**config.mk**
```make
export PLATFORM = sky130hd
export DESIGN_NAME = pwm_deadtime_gen_flat
export DESIGN_NICKNAME = d
export VERILOG_FILES = /design/src/rtl/pwm_deadtime_gen_pkg.sv /design/src/rtl/pwm_deadtime_gen_if.sv /design/src/rtl/pwm_deadtime_gen_dead_time_timer.sv /design/src/rtl/pwm_deadtime_gen.sv /design/src/flat_wrapper.sv
export SDC_FILE = /design/constraint.sdc
export NUM_CORES = 1
export LEC_CHECK = 0
export CORE_MARGIN = 2
export CORE_UTILIZATION = 51
export DETAILED_ROUTE_END_ITERATION = 10
export PLACE_DENSITY = 0.82
export SYNTH_ARGS = -nofsm -noshare
export SYNTH_HDL_FRONTEND = slang
export SYNTH_SLANG_ARGS = --single-unit
```
**constraint.sdc**
```tcl
create_clock -name clk_in -period 2.54 [get_ports clk_in]
set_input_delay 0.381 -clock clk_in [delete_from_list [all_inputs] [get_ports clk_in]]
set_output_delay 0.381 -clock clk_in [all_outputs]
set_load 0.01 [all_outputs]
```
**src/rtl/pwm_deadtime_gen_pkg.sv**
```systemverilog
// -----------------------------------------------------------------------------
// pwm_deadtime_gen_pkg
//   Shared definitions for the PWM dead-time gate driver: FSM state encoding
//   and the legal DEAD_TIME range. Kept in a package so a multi-leg top can
//   reuse the same encoding and limits.
// -----------------------------------------------------------------------------
package pwm_deadtime_gen_pkg;

    // Gate FSM state encoding
    localparam logic [2:0] ST_OFF   = 3'd0;
    localparam logic [2:0] ST_DT_HI = 3'd1;  // both gates off, waiting to turn on hi
    localparam logic [2:0] ST_HI    = 3'd2;
    localparam logic [2:0] ST_DT_LO = 3'd3;  // both gates off, waiting to turn on lo
    localparam logic [2:0] ST_LO    = 3'd4;

    // Legal dead-time range in clock cycles
    localparam int DEAD_TIME_MIN = 1;
    localparam int DEAD_TIME_MAX = 255;

endpackage

```
**src/rtl/pwm_deadtime_gen_if.sv**
```systemverilog
// -----------------------------------------------------------------------------
// pwm_deadtime_gen_if
//   Bundles the carrier/duty inputs, run/fault controls and gate/status
//   outputs of one converter leg.
//   master: drives carrier, duty, duty_load, enable, fault, fault_clr;
//           observes gate_hi, gate_lo, duty_active, sync_pulse, fault_latched.
//   slave : the gate driver itself (opposite directions).
// -----------------------------------------------------------------------------
interface pwm_deadtime_gen_if #(
    parameter int MAX_COUNT = 16
);
    localparam int CW = $clog2(MAX_COUNT);
    localparam int DW = $clog2(MAX_COUNT + 1);

    logic [CW-1:0] carrier;
    logic [DW-1:0] duty;
    logic          duty_load;
    logic          enable;
    logic          fault;
    logic          fault_clr;
    logic          gate_hi;
    logic          gate_lo;
    logic [DW-1:0] duty_active;
    logic          sync_pulse;
    logic          fault_latched;

    modport master (
        output carrier, duty, duty_load, enable, fault, fault_clr,
        input  gate_hi, gate_lo, duty_active, sync_pulse, fault_latched
    );

    modport slave (
        input  carrier, duty, duty_load, enable, fault, fault_clr,
        output gate_hi, gate_lo, duty_active, sync_pulse, fault_latched
    );

endinterface

```
**src/rtl/pwm_deadtime_gen_dead_time_timer.sv**
```systemverilog
// -----------------------------------------------------------------------------
// dead_time_timer
//   Loadable down-counter used to time the both-gates-off interval.
//   Ports:
//     clk_in  in  clock
//     reset   in  synchronous active-high reset (count -> 0)
//     load    in  loads 'value' into the counter
//     value   in  TW  value to load
//     expired out asserted while the count is 1, i.e. in the last dead cycle
// -----------------------------------------------------------------------------
module dead_time_timer #(
    parameter int TW = 2
) (
    input  logic          clk_in,
    input  logic          reset,
    input  logic          load,
    input  logic [TW-1:0] value,
    output logic          expired
);

    logic [TW-1:0] count;

    always_ff @(posedge clk_in) begin
        if (reset) begin
            count <= '0;
        end else if (load) begin
            count <= value;
        end else if (count != '0) begin
            count <= count - TW'(1);
        end
    end

    assign expired = (count == TW'(1));

endmodule

```
**src/rtl/pwm_deadtime_gen.sv**
```systemverilog
// -----------------------------------------------------------------------------
// pwm_deadtime_gen
//   Complementary gate driver for one converter leg. Compares the carrier
//   against a double-buffered duty reference, inserts DEAD_TIME cycles with
//   both gates off at every hand-over, and shuts down on a latched fault.
//   Ports:
//     clk_in  in  system clock
//     reset   in  synchronous active-high reset
//     bus     slave modport of pwm_deadtime_gen_if:
//             carrier, duty, duty_load, enable, fault, fault_clr (in)
//             gate_hi, gate_lo, duty_active, sync_pulse, fault_latched (out)
// -----------------------------------------------------------------------------
module pwm_deadtime_gen
    import pwm_deadtime_gen_pkg::*;
#(
    parameter int MAX_COUNT = 16,
    parameter int DEAD_TIME = 3
) (
    input  logic               clk_in,
    input  logic               reset,
    pwm_deadtime_gen_if.slave  bus
);

    localparam int CW = $clog2(MAX_COUNT);
    localparam int DW = $clog2(MAX_COUNT + 1);
    localparam int TW = $clog2(DEAD_TIME + 1);
    localparam logic [DW-1:0] MAX_DUTY = DW'(MAX_COUNT);

    generate
        if (DEAD_TIME < DEAD_TIME_MIN || DEAD_TIME > DEAD_TIME_MAX) begin : g_bad_dead_time
            $error("pwm_deadtime_gen: DEAD_TIME must be within 1..255");
        end
    endgenerate

    function automatic logic [DW-1:0] clamp_duty(input logic [DW-1:0] d);
        return (d > MAX_DUTY) ? MAX_DUTY : d;
    endfunction

    logic [DW-1:0] duty_pending;
    logic [DW-1:0] duty_active_p1;
    logic          carrier_nz_p1;
    logic          req_hi_p1;
    logic          sync_p1;
    logic          boundary;

    logic [2:0]    state;
    logic [2:0]    state_next;
    logic          timer_load;
    logic          timer_expired;
    logic          gate_hi_q;
    logic          gate_lo_q;
    logic          fault_latched_q;

    // A period starts on the first zero carrier after a non-zero one, so a
    // carrier parked at 0 does not keep reloading the active duty.
    assign boundary = (bus.carrier == '0) && carrier_nz_p1;

    // ---- stage p1: shadow duty, period detect, registered compare ----
    always_ff @(posedge clk_in) begin
        if (reset) begin
            duty_pending   <= '0;
            duty_active_p1 <= '0;
            carrier_nz_p1  <= 1'b0;
            req_hi_p1      <= 1'b0;
            sync_p1        <= 1'b0;
        end else begin
            if (bus.duty_load) begin
                duty_pending <= clamp_duty(bus.duty);
            end
            // Old pending transfers even when a load lands in the boundary cycle
            if (boundary) begin
                duty_active_p1 <= duty_pending;
            end
            sync_p1       <= boundary;
            carrier_nz_p1 <= (bus.carrier != '0);
            req_hi_p1     <= (DW'(bus.carrier) < duty_active_p1);
        end
    end

    always_comb begin
        state_next = state;
        timer_load = 1'b0;
        if (bus.fault || fault_latched_q || !bus.enable) begin
            state_next = ST_OFF;
        end else begin
            case (state)
                ST_OFF: begin
                    state_next = req_hi_p1 ? ST_DT_HI : ST_DT_LO;
                    timer_load = 1'b1;
                end
                ST_HI: begin
                    if (!req_hi_p1) begin
                        state_next = ST_DT_LO;
                        timer_load = 1'b1;
                    end
                end
                ST_LO: begin
                    if (req_hi_p1) begin
                        state_next = ST_DT_HI;
                        timer_load = 1'b1;
                    end
                end
                ST_DT_HI: begin
                    // Demand reversal restarts the full dead time
                    if (!req_hi_p1) begin
                        state_next = ST_DT_LO;
                        timer_load = 1'b1;
                    end else if (timer_expired) begin
                        state_next = ST_HI;
                    end
                end
                ST_DT_LO: begin
                    if (req_hi_p1) begin
                        state_next = ST_DT_HI;
                        timer_load = 1'b1;
                    end else if (timer_expired) begin
                        state_next = ST_LO;
                    end
                end
                default: begin
                    state_next = ST_OFF;
                end
            endcase
        end
    end

    // ---- stage p2: FSM state, registered gates, fault latch ----
    always_ff @(posedge clk_in) begin
        if (reset) begin
            state           <= ST_OFF;
            gate_hi_q       <= 1'b0;
            gate_lo_q       <= 1'b0;
            fault_latched_q <= 1'b0;
        end else begin
            state     <= state_next;
            // Decoded from the next state so the gates are flops, never both 1
            gate_hi_q <= (state_next == ST_HI);
            gate_lo_q <= (state_next == ST_LO);
            if (bus.fault) begin
                fault_latched_q <= 1'b1;
            end else if (bus.fault_clr) begin
                fault_latched_q <= 1'b0;
            end
        end
    end

    dead_time_timer #(
        .TW (TW)
    ) u_dead_time_timer (
        .clk_in  (clk_in),
        .reset   (reset),
        .load    (timer_load),
        .value   (TW'(DEAD_TIME)),
        .expired (timer_expired)
    );

    assign bus.gate_hi       = gate_hi_q;
    assign bus.gate_lo       = gate_lo_q;
    assign bus.duty_active   = duty_active_p1;
    assign bus.sync_pulse    = sync_p1;
    assign bus.fault_latched = fault_latched_q;

endmodule

```
**src/flat_wrapper.sv**
```systemverilog
// flat-port wrapper written by rule: the top's interface ports become plain ports
module pwm_deadtime_gen_flat import pwm_deadtime_gen_pkg::*;
#(
    parameter int MAX_COUNT = 16,
    parameter int DEAD_TIME = 3
)
  (clk_in, reset, bus_carrier, bus_duty, bus_duty_load, bus_enable, bus_fault, bus_fault_clr, bus_gate_hi, bus_gate_lo, bus_duty_active, bus_sync_pulse, bus_fault_latched);
  pwm_deadtime_gen_if #(.MAX_COUNT(MAX_COUNT)) bus_i ();
  input  logic clk_in;
  input  logic reset;
  input wire logic [$bits(bus_i.carrier)-1:0] bus_carrier;
  input wire logic [$bits(bus_i.duty)-1:0] bus_duty;
  input wire logic [$bits(bus_i.duty_load)-1:0] bus_duty_load;
  input wire logic [$bits(bus_i.enable)-1:0] bus_enable;
  input wire logic [$bits(bus_i.fault)-1:0] bus_fault;
  input wire logic [$bits(bus_i.fault_clr)-1:0] bus_fault_clr;
  output wire logic [$bits(bus_i.gate_hi)-1:0] bus_gate_hi;
  output wire logic [$bits(bus_i.gate_lo)-1:0] bus_gate_lo;
  output wire logic [$bits(bus_i.duty_active)-1:0] bus_duty_active;
  output wire logic [$bits(bus_i.sync_pulse)-1:0] bus_sync_pulse;
  output wire logic [$bits(bus_i.fault_latched)-1:0] bus_fault_latched;
  assign bus_i.carrier = bus_carrier;
  assign bus_i.duty = bus_duty;
  assign bus_i.duty_load = bus_duty_load;
  assign bus_i.enable = bus_enable;
  assign bus_i.fault = bus_fault;
  assign bus_i.fault_clr = bus_fault_clr;
  assign bus_gate_hi = bus_i.gate_hi;
  assign bus_gate_lo = bus_i.gate_lo;
  assign bus_duty_active = bus_i.duty_active;
  assign bus_sync_pulse = bus_i.sync_pulse;
  assign bus_fault_latched = bus_i.fault_latched;
  pwm_deadtime_gen #(.MAX_COUNT(MAX_COUNT), .DEAD_TIME(DEAD_TIME)) u_core (.clk_in(clk_in), .reset(reset), .bus(bus_i));
endmodule
```
==> flow_summary.toml, run 1 <==
[clocking]
clk_pin_slew_ns = 0.13
ctsLongestPathBuffers = 2
hold_buffers = 0
htreeDepth = 1
numCtsBuffers = 3
cts_resized = 0
cts_root_buf = "clkbuf_4"
cts.sinks = 21
clock_latency_ns = 0.31
cts_tree = "built"
cts_setup_buffers = 0

[setup_path]
worst_setup_path_start_kind = "input pin"
crit_start = "bus_carrier[0]"
arrival_ns = 1.89
timing.rr.start = "u_core.u_dead_time_timer.count[0]$_SDFFE_PP0P_"
worstSetupPathType = "in2reg"
cp.required_ns = 2.73
endpoint_kind = "flop"
cp_max_fo = 7

[power]
p_per_area_nw_per_um2 = 549
ir_worst_vdd_mv = 0.381
leakage_nw = 0.447
p_total_mw = 0.670

[timing]
max-slew-margin-rel_pct = 57.1
fin_crit_ns = 1.70
fin_skew_ns = 0.0192
setup_ws_ns = 0.839
fin_crit_sh_pct = 67.0
hold_viol = 0
fmax_ghz = 0.588
hold_ws_ns = 0.464
worst_pin_slew_ns = 0.638
setup_viol = 0
setup_tns_ns = 0
grt_setup_unrepaired = "false"
slew_viol_final = 0

[synth]
syn-mean-instance-area_um2 = 8.80
yosys.area.top_type = "dfxtp_1"
synthArstFlopShare_pct = 0
netlist_top_cells_count = "21 x dfxtp_1, 13 x a21oi_1, 10 x nand2_1, 8 x inv_1"
synth_fp_nets = 129
syn_area_um2 = 960
synth_seq_cells = 21
synth_cell_type_count = 28
synth_top_area_share_pct = 43.8
yosysSeqAreaShare_pct = 43.8
ys.flop_type = "dfxtp_1"
synthCells = 109
yosys_warnings = 0
synth_edf_count = 0
synth_area_leaders = "dfxtp_1 44%, a21oi_1 6.8%, ha_1 6.5%"
synth.most_common_cell = "dfxtp_1"

[die]
die_h_um = 47.4
dieWidth_um = 47.4
rows = 15
dieArea_um2 = 2240
core_area_um2 = 1750
pin_count = 24
start_util_pct = 55.0

[worst_hold_path]
hp-class = "reg2reg"
hold_path_startpoint = "u_core.duty_pending[3]$_SDFFE_PP0P_"

[route]
dr.pass1.iters = 4
vias_per_cell = 5.20
drtIter0Drc = 11
wl_mm = 1.78
num_vias = 806
ant_nets = 0
routedWlPerCell_um = 11.5
drc = 0

[finish]
finish.net_count = 151
drive_gt1_share_pct = 7.69
antenna_cells = 0
areaGrowthSynthToFinish_pct = 27.2
layout.cells.non_filler = 155

[global_route]
grt_pass1_vias = 751
antenna_found_initial = 0
grt_usage_pct = 18.9
grt_first_pass_wirelength_mm = 2.93
grt-ovfl-total = 0
grt_max_degree = 17

[run]
drv_cap = 0

[placed_design]
place_congestion = 0.758
port_buffers = 23
pre_cts_slack_ns = 0.539
dp_cells = 151
post-dp-hpwl_mm = 1.43

[outcome]
status = "finished clean"
-- logic make-up after synthesis --
| kind of cell | after synthesis | synth area share (%) |
|---|---|---|
| compound gates | 23 | 14.3 |
| flops | 21 | 43.8 |
| xor+xnor | 2 | 1.83 |
| fa+ha+maj | 5 | 6.52 |
| buf+inv | 15 | 6.78 |
| simple gates | 39 | 22.3 |
| mux | 4 | 4.43 |
-- cell type report --
type / instances / area, um2
multi-input combinational: 73 / 474
clock inverter: 1 / 5.00
clock buffer: 3 / 22.5
fill: 141 / 524
inverter: 8 / 30.0
tap: 25 / 31.3
timing repair buffer: 24 / 238
sequential: 21 / 420
-- cells in the final DEF, fill, tap and decap left out, types with 2 or more instances in the layout --
cell type	count
clkdlybuf4s50_1	23
dfxtp_1	21
a21oi_1	13
nand2_1	10
inv_1	8
nor2_1	6
nand3_1	6
nand2b_1	5
ha_1	5
o21ai_0	4
nand3b_1	4
clkbuf_4	3
a211oi_1	2
mux2i_1	2
nor3_1	2
mux2_2	2
xor2_1	2
-- routing by layer --
layer | track usage, % | part of all wire, %
met1 | 21.6 | 46
met2 | 31.6 | 48
met3 | 5.00 | 4.2
met4 | 10.6 | 1.1
met5 | 0 | 0
-- sequential cells by signal (all words and copies together) (netlist names) --
name                            count
u_core.bus.sync_pulse               1
u_core.req_hi_p1                    1
u_core.carrier_nz_p1                1
u_core.bus.fault_latched            1
u_core.duty_pending                 5
u_core.state                        3
u_core.bus.gate_lo                  1
u_core.bus.duty_active              5
u_core.bus.gate_hi                  1
u_core.u_dead_time_timer.count      2
-- where the power goes --
part	total [mW]	internal, mW	switching [mW]
clock	0.158	0.0587	0.0995
combinational	0.138	0.0737	0.0638
sequential	0.375	0.353	0.0217
-- critical path: stages --
cell and delay [ns]:
clkdlybuf4s50_1 0.43, nor4_2 0.62, nand2_1 0.26, nand2_1 0.13
a21oi_1 0.07
-- path summary, 6_finish.rpt --
check / end / slack (ns) / depth (start not counted)
setup / recovery: u_core.bus.duty_active[1]$_SDFFE_PP0P_ / 0.84 / 5
hold / removal: u_core.bus.duty_active[3]$_SDFFE_PP0P_ / 0.46 / 2
setup reg to reg: u_core.state[1]$_SDFF_PP0_ / 1.08 / 3
hold reg to reg: u_core.bus.duty_active[3]$_SDFFE_PP0P_ / 0.46 / 2
-- through the flow --
stage | instance area, um2 | utilization (%)
2_1_floorplan | 960 | -
3_3_place_gp | 1190 | 68.4
3_5_place_dp | 1190 | 68.4
4_1_cts | 1220 | 70.0
5_1_grt | 1220 | 70.0
6_report | 1220 | 70.0
Note: power is estimated with default switching activity, not from simulation.
==> run 2, diff against run 1 <==
Settings changed: CORE_UTILIZATION 51 to 47, PLACE_DENSITY 0.82 to 0.77.
Clock period 2.54 ns to 1.7 ns, I/O delays scaled along.
==> run 2 against run 1 <==
  * Register-to-register slack worse by 0.85 ns
  * Clock-buffer cell count unchanged
  * Clock power rose by 52%
  * Routed wire length is 1.2% higher
  * Worst setup slack worse by 0.64 ns
  * Largest cell class unchanged
  * Largest power group unchanged
  * Core utilization is 6.6 points lower
==> flow_summary.toml, run 2 (synthesis results as in run 1) <==
[setup_path]
cpLargestDelayFamily = "buffers and inverters"
cpPeakStageDelay_ns = 0.55
timing.critical_path.buf_inv = 1
worst_setup_path_start_kind = "flop"
endpoint_kind = "primary output"
slowest_stage = "clkdlybuf4s50_1"
cp_max_fo = 3
arrival_ns = 1.25
worstSetupPathType = "reg2out"
cp.required_ns = 1.44
path_cells = "clkdlybuf4s50_1"

[finish]
finish.net_count = 152
fillers = 172
layout.cells.non_filler = 158
areaGrowthSynthToFinish_pct = 28.3
layout_commonest_cell = "clkdlybuf4s50_1"
antenna_cells = 0
drive_gt1_share_pct = 8.40
layout_common_cells = "23 x clkdlybuf4s50_1, 21 x dfxtp_1, 13 x a21oi_1"
fin_area_um2 = 1230

[clocking]
ctsLongestPathBuffers = 2
clk_pin_slew_ns = 0.12
htreeDepth = 1
hold_buffers = 0
cts.sinks = 21
cts_resized = 0
cts_tree = "built"
cts_root_buf = "clkbuf_4"
numCtsBuffers = 3
clock_latency_ns = 0.30
cts_setup_buffers = 0

[placed_design]
post-dp-hpwl_mm = 1.34
port_buffers = 23
dp_cells = 154
pre_cts_slack_ns = -0.0230
place_congestion = 0.767
placed_area_um2 = 1200

[route]
vias_per_cell = 5.08
ant_nets = 0
wl_mm = 1.80
num_vias = 803
drc = 0
routedWlPerCell_um = 11.4
dr.pass1.iters = 4
drtIter0Drc = 7

[timing]
max-slew-margin-rel_pct = 76.0
setup_viol = 0
fmax_ghz = 0.666
setup_tns_ns = 0
fin_crit_ns = 1.50
hold_ws_ns = 0.479
grt_setup_unrepaired = "false"
fin_crit_sh_pct = 88.3
slew_viol_final = 0
worst_pin_slew_ns = 0.360
setup_ws_ns = 0.199
fin_skew_ns = 0.00628
hold_viol = 0

[global_route]
antenna_found_initial = 0
grt_first_pass_wirelength_mm = 3.03
grt-ovfl-total = 0
grt_pass1_vias = 742
grt_usage_pct = 16.3
grt_max_degree = 17

[die]
pin_count = 24
start_util_pct = 49.4
core_area_um2 = 1940
rows = 16
dieWidth_um = 49.2
dieArea_um2 = 2420
die_h_um = 49.2

[outcome]
status = "finished clean"

[run]
drv_cap = 0

[worst_hold_path]
hp-class = "reg2reg"

[power]
p_per_area_nw_per_um2 = 826
leakage_nw = 0.452
ir_worst_vdd_mv = 0.628
run 2: cell count changes in the layout (fill, tap and decap cells not counted):
cell	before	now
buf_4	1	2
run 2: final cells by class:
class                           count  area (um2)  area share [%]
Timing Repair Buffer               25         245            19.9
Inverter                            8        30.0            2.44
Tap cell                           27        33.8            2.74
Clock inverter                      1        5.00           0.407
Sequential cell                    21         420            34.1
Multi-Input combinational cell     73         474            38.5
Clock buffer                        3        22.5            1.83
run 2: power breakdown:
group,switching (mW),total [mW],leakage (nW),internal (mW)
clock,0.153,0.240,0.0177,0.0877
combinational,0.104,0.215,0.263,0.111
sequential,0.0339,0.561,0.172,0.528
run 2: per-stage QoR:
step,util [%],power (mW)
after global routing,63.4,1.07
after detailed placement,62.0,0.784
final,63.4,1.02
after global placement,62.0,0.770
after CTS,63.4,1.03
after floorplan,-,0.710
run 2: final timing paths:
path | startpoint | end | slack (ns) | cells past startpoint
worst max-delay path | u_core.bus.duty_active[3]$_SDFFE_PP0P_ | bus_duty_active[3] | 0.20 | 1
worst min-delay path | u_core.duty_pending[1]$_SDFFE_PP0P_ | u_core.duty_pending[1]$_SDFFE_PP0P_ | 0.48 | 2
worst max register to register | u_core.u_dead_time_timer.count[0]$_SDFFE_PP0P_ | u_core.state[1]$_SDFF_PP0_ | 0.23 | 3
worst min register to register | u_core.duty_pending[1]$_SDFFE_PP0P_ | u_core.duty_pending[1]$_SDFFE_PP0P_ | 0.48 | 2
run 2: metal layers:
metal	global-route usage (%)	vias up	wire length, um
met2	27.0	26	853
met1	19.8	356	828
li1	-	419	-
met4	9.05	0	23
met5	0	-	0
met3	2.76	2	98
==> edit 1 (config.mk and constraints of run 2) <==
`MAX_COUNT` is set to 16 in 3 places; all go to 32.
--- a/src/rtl/pwm_deadtime_gen_if.sv
+++ b/src/rtl/pwm_deadtime_gen_if.sv
@@ -7,7 +7,7 @@
 //   slave : the gate driver itself (opposite directions).
 // -----------------------------------------------------------------------------
 interface pwm_deadtime_gen_if #(
-    parameter int MAX_COUNT = 16
+    parameter int MAX_COUNT = 32
 );
     localparam int CW = $clog2(MAX_COUNT);
     localparam int DW = $clog2(MAX_COUNT + 1);
--- a/src/rtl/pwm_deadtime_gen.sv
+++ b/src/rtl/pwm_deadtime_gen.sv
@@ -13,7 +13,7 @@
 module pwm_deadtime_gen
     import pwm_deadtime_gen_pkg::*;
 #(
-    parameter int MAX_COUNT = 16,
+    parameter int MAX_COUNT = 32,
     parameter int DEAD_TIME = 3
 ) (
     input  logic               clk_in,
--- a/src/flat_wrapper.sv
+++ b/src/flat_wrapper.sv
@@ -1,7 +1,7 @@
 // flat-port wrapper written by rule: the top's interface ports become plain ports
 module pwm_deadtime_gen_flat import pwm_deadtime_gen_pkg::*;
 #(
-    parameter int MAX_COUNT = 16,
+    parameter int MAX_COUNT = 32,
     parameter int DEAD_TIME = 3
 )
   (clk_in, reset, bus_carrier, bus_duty, bus_duty_load, bus_enable, bus_fault, bus_fault_clr, bus_gate_hi, bus_gate_lo, bus_duty_active, bus_sync_pulse, bus_fault_latched);
Interface: changed (resized bus_carrier, bus_duty and bus_duty_active); port bits go from 24 to 27. No check against the original RTL was run, so the function may have changed too.
==> edit 1 against run 2 <==
- utilization decreased by 0.83 points
- sequential share of layout area fell by 0.23 points
- power grew 5.8%
- cell count grew 8.2%
- non-clock buffer count increased by 3
- final area is 10% higher
- setup slack lost 13 ps
- sequential cell count is 2 higher
- synthesized area is 9.9% higher
- routed wire length rose by 7.5%
- largest cell class unchanged
- register-to-register slack gained 40 ps
- die area rose by 9.1%
- largest power group unchanged
- sequential power up 7.5%
- count of clock-buffer cells in the layout unchanged
==> edit 1: results (changes against run 2) <==
Run status
  – Outcome: finished clean (unchanged)

Synth
  – Sequential area share after synthesis: 43.65% (was 43.81%)
  – Synth area leaders: dfxtp_1 (44%), a21oi_1 (8.1%), mux2i_1 (7.6%) (was dfxtp_1 (44%), a21oi_1 (6.8%), ha_1 (6.5%))
  – Post-synthesis mux area share: 8.660% (was 4.433%)
  – Synth Area in Compound Gates: 12.34% (was 14.34%)
  – Top cells by instance count after synthesis: dfxtp_1 (23), a21oi_1 (17), nor2_1 (14), inv_1 (8), mux2i_1 (8) (was dfxtp_1 (21), a21oi_1 (13), nand2_1 (10), inv_1 (8))
  – Post-synthesis cell count: 118 (was 109)
  – Synth Net Count: 141 (was 129)
  – Netlist cell types: 25 (was 28)

Detailed routing
  – Initial DRC Count: 11 (was 7)
  – Met3 wire length: 55 um (was 98 um)
  – WL met1: 850 um (was 828 um)
  – Routed wire length: 1.939 mm (was 1.803 mm)
  – Met2 WL: 1.018 mm (was 853 um)
  – Via density: 5.018 (was 5.082)

GRT
  – Met1 Use GR: 20.11% (was 19.80%)
  – Global-route wire length before repair: 3.450 mm (was 3.029 mm)
  – Met3 usage: 4.386% (was 2.761%)
  – Vias in the first global route: 805 (was 742)
  – GRT Total Usage: 17.39% (was 16.25%)
  – Met2 global-route usage: 31.20% (was 27.03%)
  – Pin count of the biggest net entering global routing: 19 (was 17)

Place
  – Worst Setup Slack post-DPL: 19.91 ps (was -23.05 ps)
  – Placed cell area: 1330 sq um (was 1204 sq um)
  – DP HPWL: 1.541 mm (was 1.341 mm)
  – I/O Buffers: 26 (was 23)
  – RePlAce Congestion: 0.7480 (was 0.7669)

Timing
  – Max_slew headroom: 78.53% (was 75.99%)
  – Fmax: 660.5 MHz (was 666.1 MHz)

Floorplan
  – Rows: 17 (was 16)

Min path
  – HP Start: u_core.duty_pending[3] (was u_core.duty_pending[1])
  – Worst Hold Path EP: u_core.duty_pending[3] (was u_core.duty_pending[1])

Setup path
  – FF-to-FF setup slack: 270 ps (was 230 ps)

Cells and area
  – Fraction of layout cells with a size suffix above 1: 6.993% (was 8.397%)
  – Fin cells: 171 (was 158)
  – Fillers: 211 (was 172)

Power and ir drop
  – Pleak: 0.5584 nW (was 0.4521 nW)
[edit 1: power by group through the flow]
| stage | clock network [mW] | logic (mW) | registers [mW] |
|---|---|---|---|
| 2_1_floorplan | 0 | 0.157 | 0.604 |
| 5_1_grt | 0.283 | 0.250 | 0.609 |
| 4_1_cts | 0.265 | 0.222 | 0.604 |
| 6_report | 0.253 | 0.220 | 0.603 |
| 3_5_place_dp | 0 | 0.222 | 0.615 |
| 3_3_place_gp | 0 | 0.207 | 0.613 |
[edit 1: final cells by class]
| type | instances | area [sq um] | share of cell area (%) |
|---|---|---|---|
| tap | 28 | 35.03 | 2.581 |
| timing repair buffer | 28 | 275.3 | 20.28 |
| clock inverter | 1 | 5.005 | 0.3687 |
| sequential | 23 | 460.4 | 33.92 |
| clock buffer | 3 | 22.52 | 1.659 |
| inverter | 8 | 30.03 | 2.212 |
| multi-input combinational | 80 | 529.3 | 38.99 |
==> edit 2 (settings of run 2) <==
Made on the original files. Reset style: asynchronous (`reset`), changed in 3 clocked blocks. Comments in the files are not updated.
--- a/src/rtl/pwm_deadtime_gen_dead_time_timer.sv
+++ b/src/rtl/pwm_deadtime_gen_dead_time_timer.sv
@@ -20,7 +20,7 @@
 
     logic [TW-1:0] count;
 
-    always_ff @(posedge clk_in) begin
+    always_ff @(posedge clk_in or posedge reset) begin
         if (reset) begin
             count <= '0;
         end else if (load) begin
--- a/src/rtl/pwm_deadtime_gen.sv
+++ b/src/rtl/pwm_deadtime_gen.sv
@@ -56,7 +56,7 @@
     assign boundary = (bus.carrier == '0) && carrier_nz_p1;
 
     // ---- stage p1: shadow duty, period detect, registered compare ----
-    always_ff @(posedge clk_in) begin
+    always_ff @(posedge clk_in or posedge reset) begin
         if (reset) begin
             duty_pending   <= '0;
             duty_active_p1 <= '0;
@@ -125,7 +125,7 @@
     end
 
     // ---- stage p2: FSM state, registered gates, fault latch ----
-    always_ff @(posedge clk_in) begin
+    always_ff @(posedge clk_in or posedge reset) begin
         if (reset) begin
             state           <= ST_OFF;
             gate_hi_q       <= 1'b0;
Behaviour: differs if reset is asserted again (counterexample within 4 cycles, from zero or initial values and one cycle with reset high); with reset held inactive, the same outputs for 10 cycles.
==> edit 2 against run 2 <==
- hold slack got worse by 220 ps
- sequential share of layout area rose by 6.4 points
- final area rose by 5.2%
- setup slack improved by 3.2 ps
- synthesized area rose by 4.0%
- power rose by 23%
- sequential cell count did not move
- routed wire length fell by 12%
==> edit 2: results (changes against run 2) <==
GRT
  – GRT Total Usage: 15.03% (was 16.25%)
  – Met2 global-route usage: 25.66% (was 27.03%)
  – Vias in the first global route: 687 (was 742)
  – Met3 usage: 2.727% (was 2.761%)
  – Met1 Use GR: 18.18% (was 19.80%)

Cells and area
  – Inverters excl. clock: 13 (was 8)
  – Fillers: 163 (was 172)
  – Finished Cell Area: 1295 sq um (was 1231 sq um)
  – Buffers excl. clock: 24 (was 25)
  – Fraction of layout cells with a size suffix above 1: 10.34% (was 8.397%)
  – Nets@finish: 137 (was 152)
  – Final clock-cell share: 2.319% (was 2.236%)

Detailed routing
  – WL met1: 688 um (was 828 um)
  – Met2 WL: 802 um (was 853 um)
  – Met3 wire length: 80 um (was 98 um)

Synth
  – Synth area leaders: dfrtp_1 (53%), ha_1 (6.3%), mux2i_1 (5.0%) (was dfxtp_1 (44%), a21oi_1 (6.8%), ha_1 (6.5%))
  – Synth Net Count: 109 (was 129)
  – Top cells by instance count after synthesis: dfrtp_1 (21), inv_1 (13), nor2_1 (6) (was dfxtp_1 (21), a21oi_1 (13), nand2_1 (10), inv_1 (8))
  – Post-Synth XOR/XNOR Area: 0.8772% (was 1.825%)
  – Sequential area share after synthesis: 52.63% (was 43.81%)
  – Post-synthesis cell count: 89 (was 109)
  – Synth Area in Compound Gates: 9.524% (was 14.34%)

Power and ir drop
  – Pleak: 0.6119 nW (was 0.4521 nW)

Timing
  – Skew final: 5.110 ps (was 6.280 ps)

Run status
  – Outcome: finished clean (unchanged)

Min path
  – Worst min path class: in2async (was reg2reg)

Setup path
  – Worst R2R Start: u_core.u_dead_time_timer.count[0] (unchanged)
  – Critical Path Start: u_core.bus.duty_active[4] (was u_core.bus.duty_active[3])

Place
  – DP HPWL: 1.256 mm (was 1.341 mm)
edit 2: cell types whose count changed after synthesis, sizes merged, moves of 5 or more:
cell | run 2 | this run
dfrtp | 0 | 21
dfxtp | 21 | 0
nand2b | 5 | 0
a21oi | 13 | 2
inv | 8 | 13
edit 2: power breakdown:
group          switching [mW]  internal (mW)  leakage [nW]  total, mW
Combinational           0.168          0.204         0.335      0.373
Clock                   0.142         0.0893        0.0139      0.231
Sequential             0.0645          0.578         0.263      0.642
edit 2: path summary, 6_finish.rpt:
path / endpoint / slack, ps / cells after the start
max: bus_duty_active[4] / 200 / 1
min: u_core.state[1] / 260 / 3
max reg2reg: u_core.state[1] / 410 / 3
min reg2reg: u_core.bus.duty_active[0] / 530 / 1
max in group asynchronous: u_core.bus.fault_latched / 1230 / 3
min in group clk_in: u_core.duty_pending[3] / 500 / 3
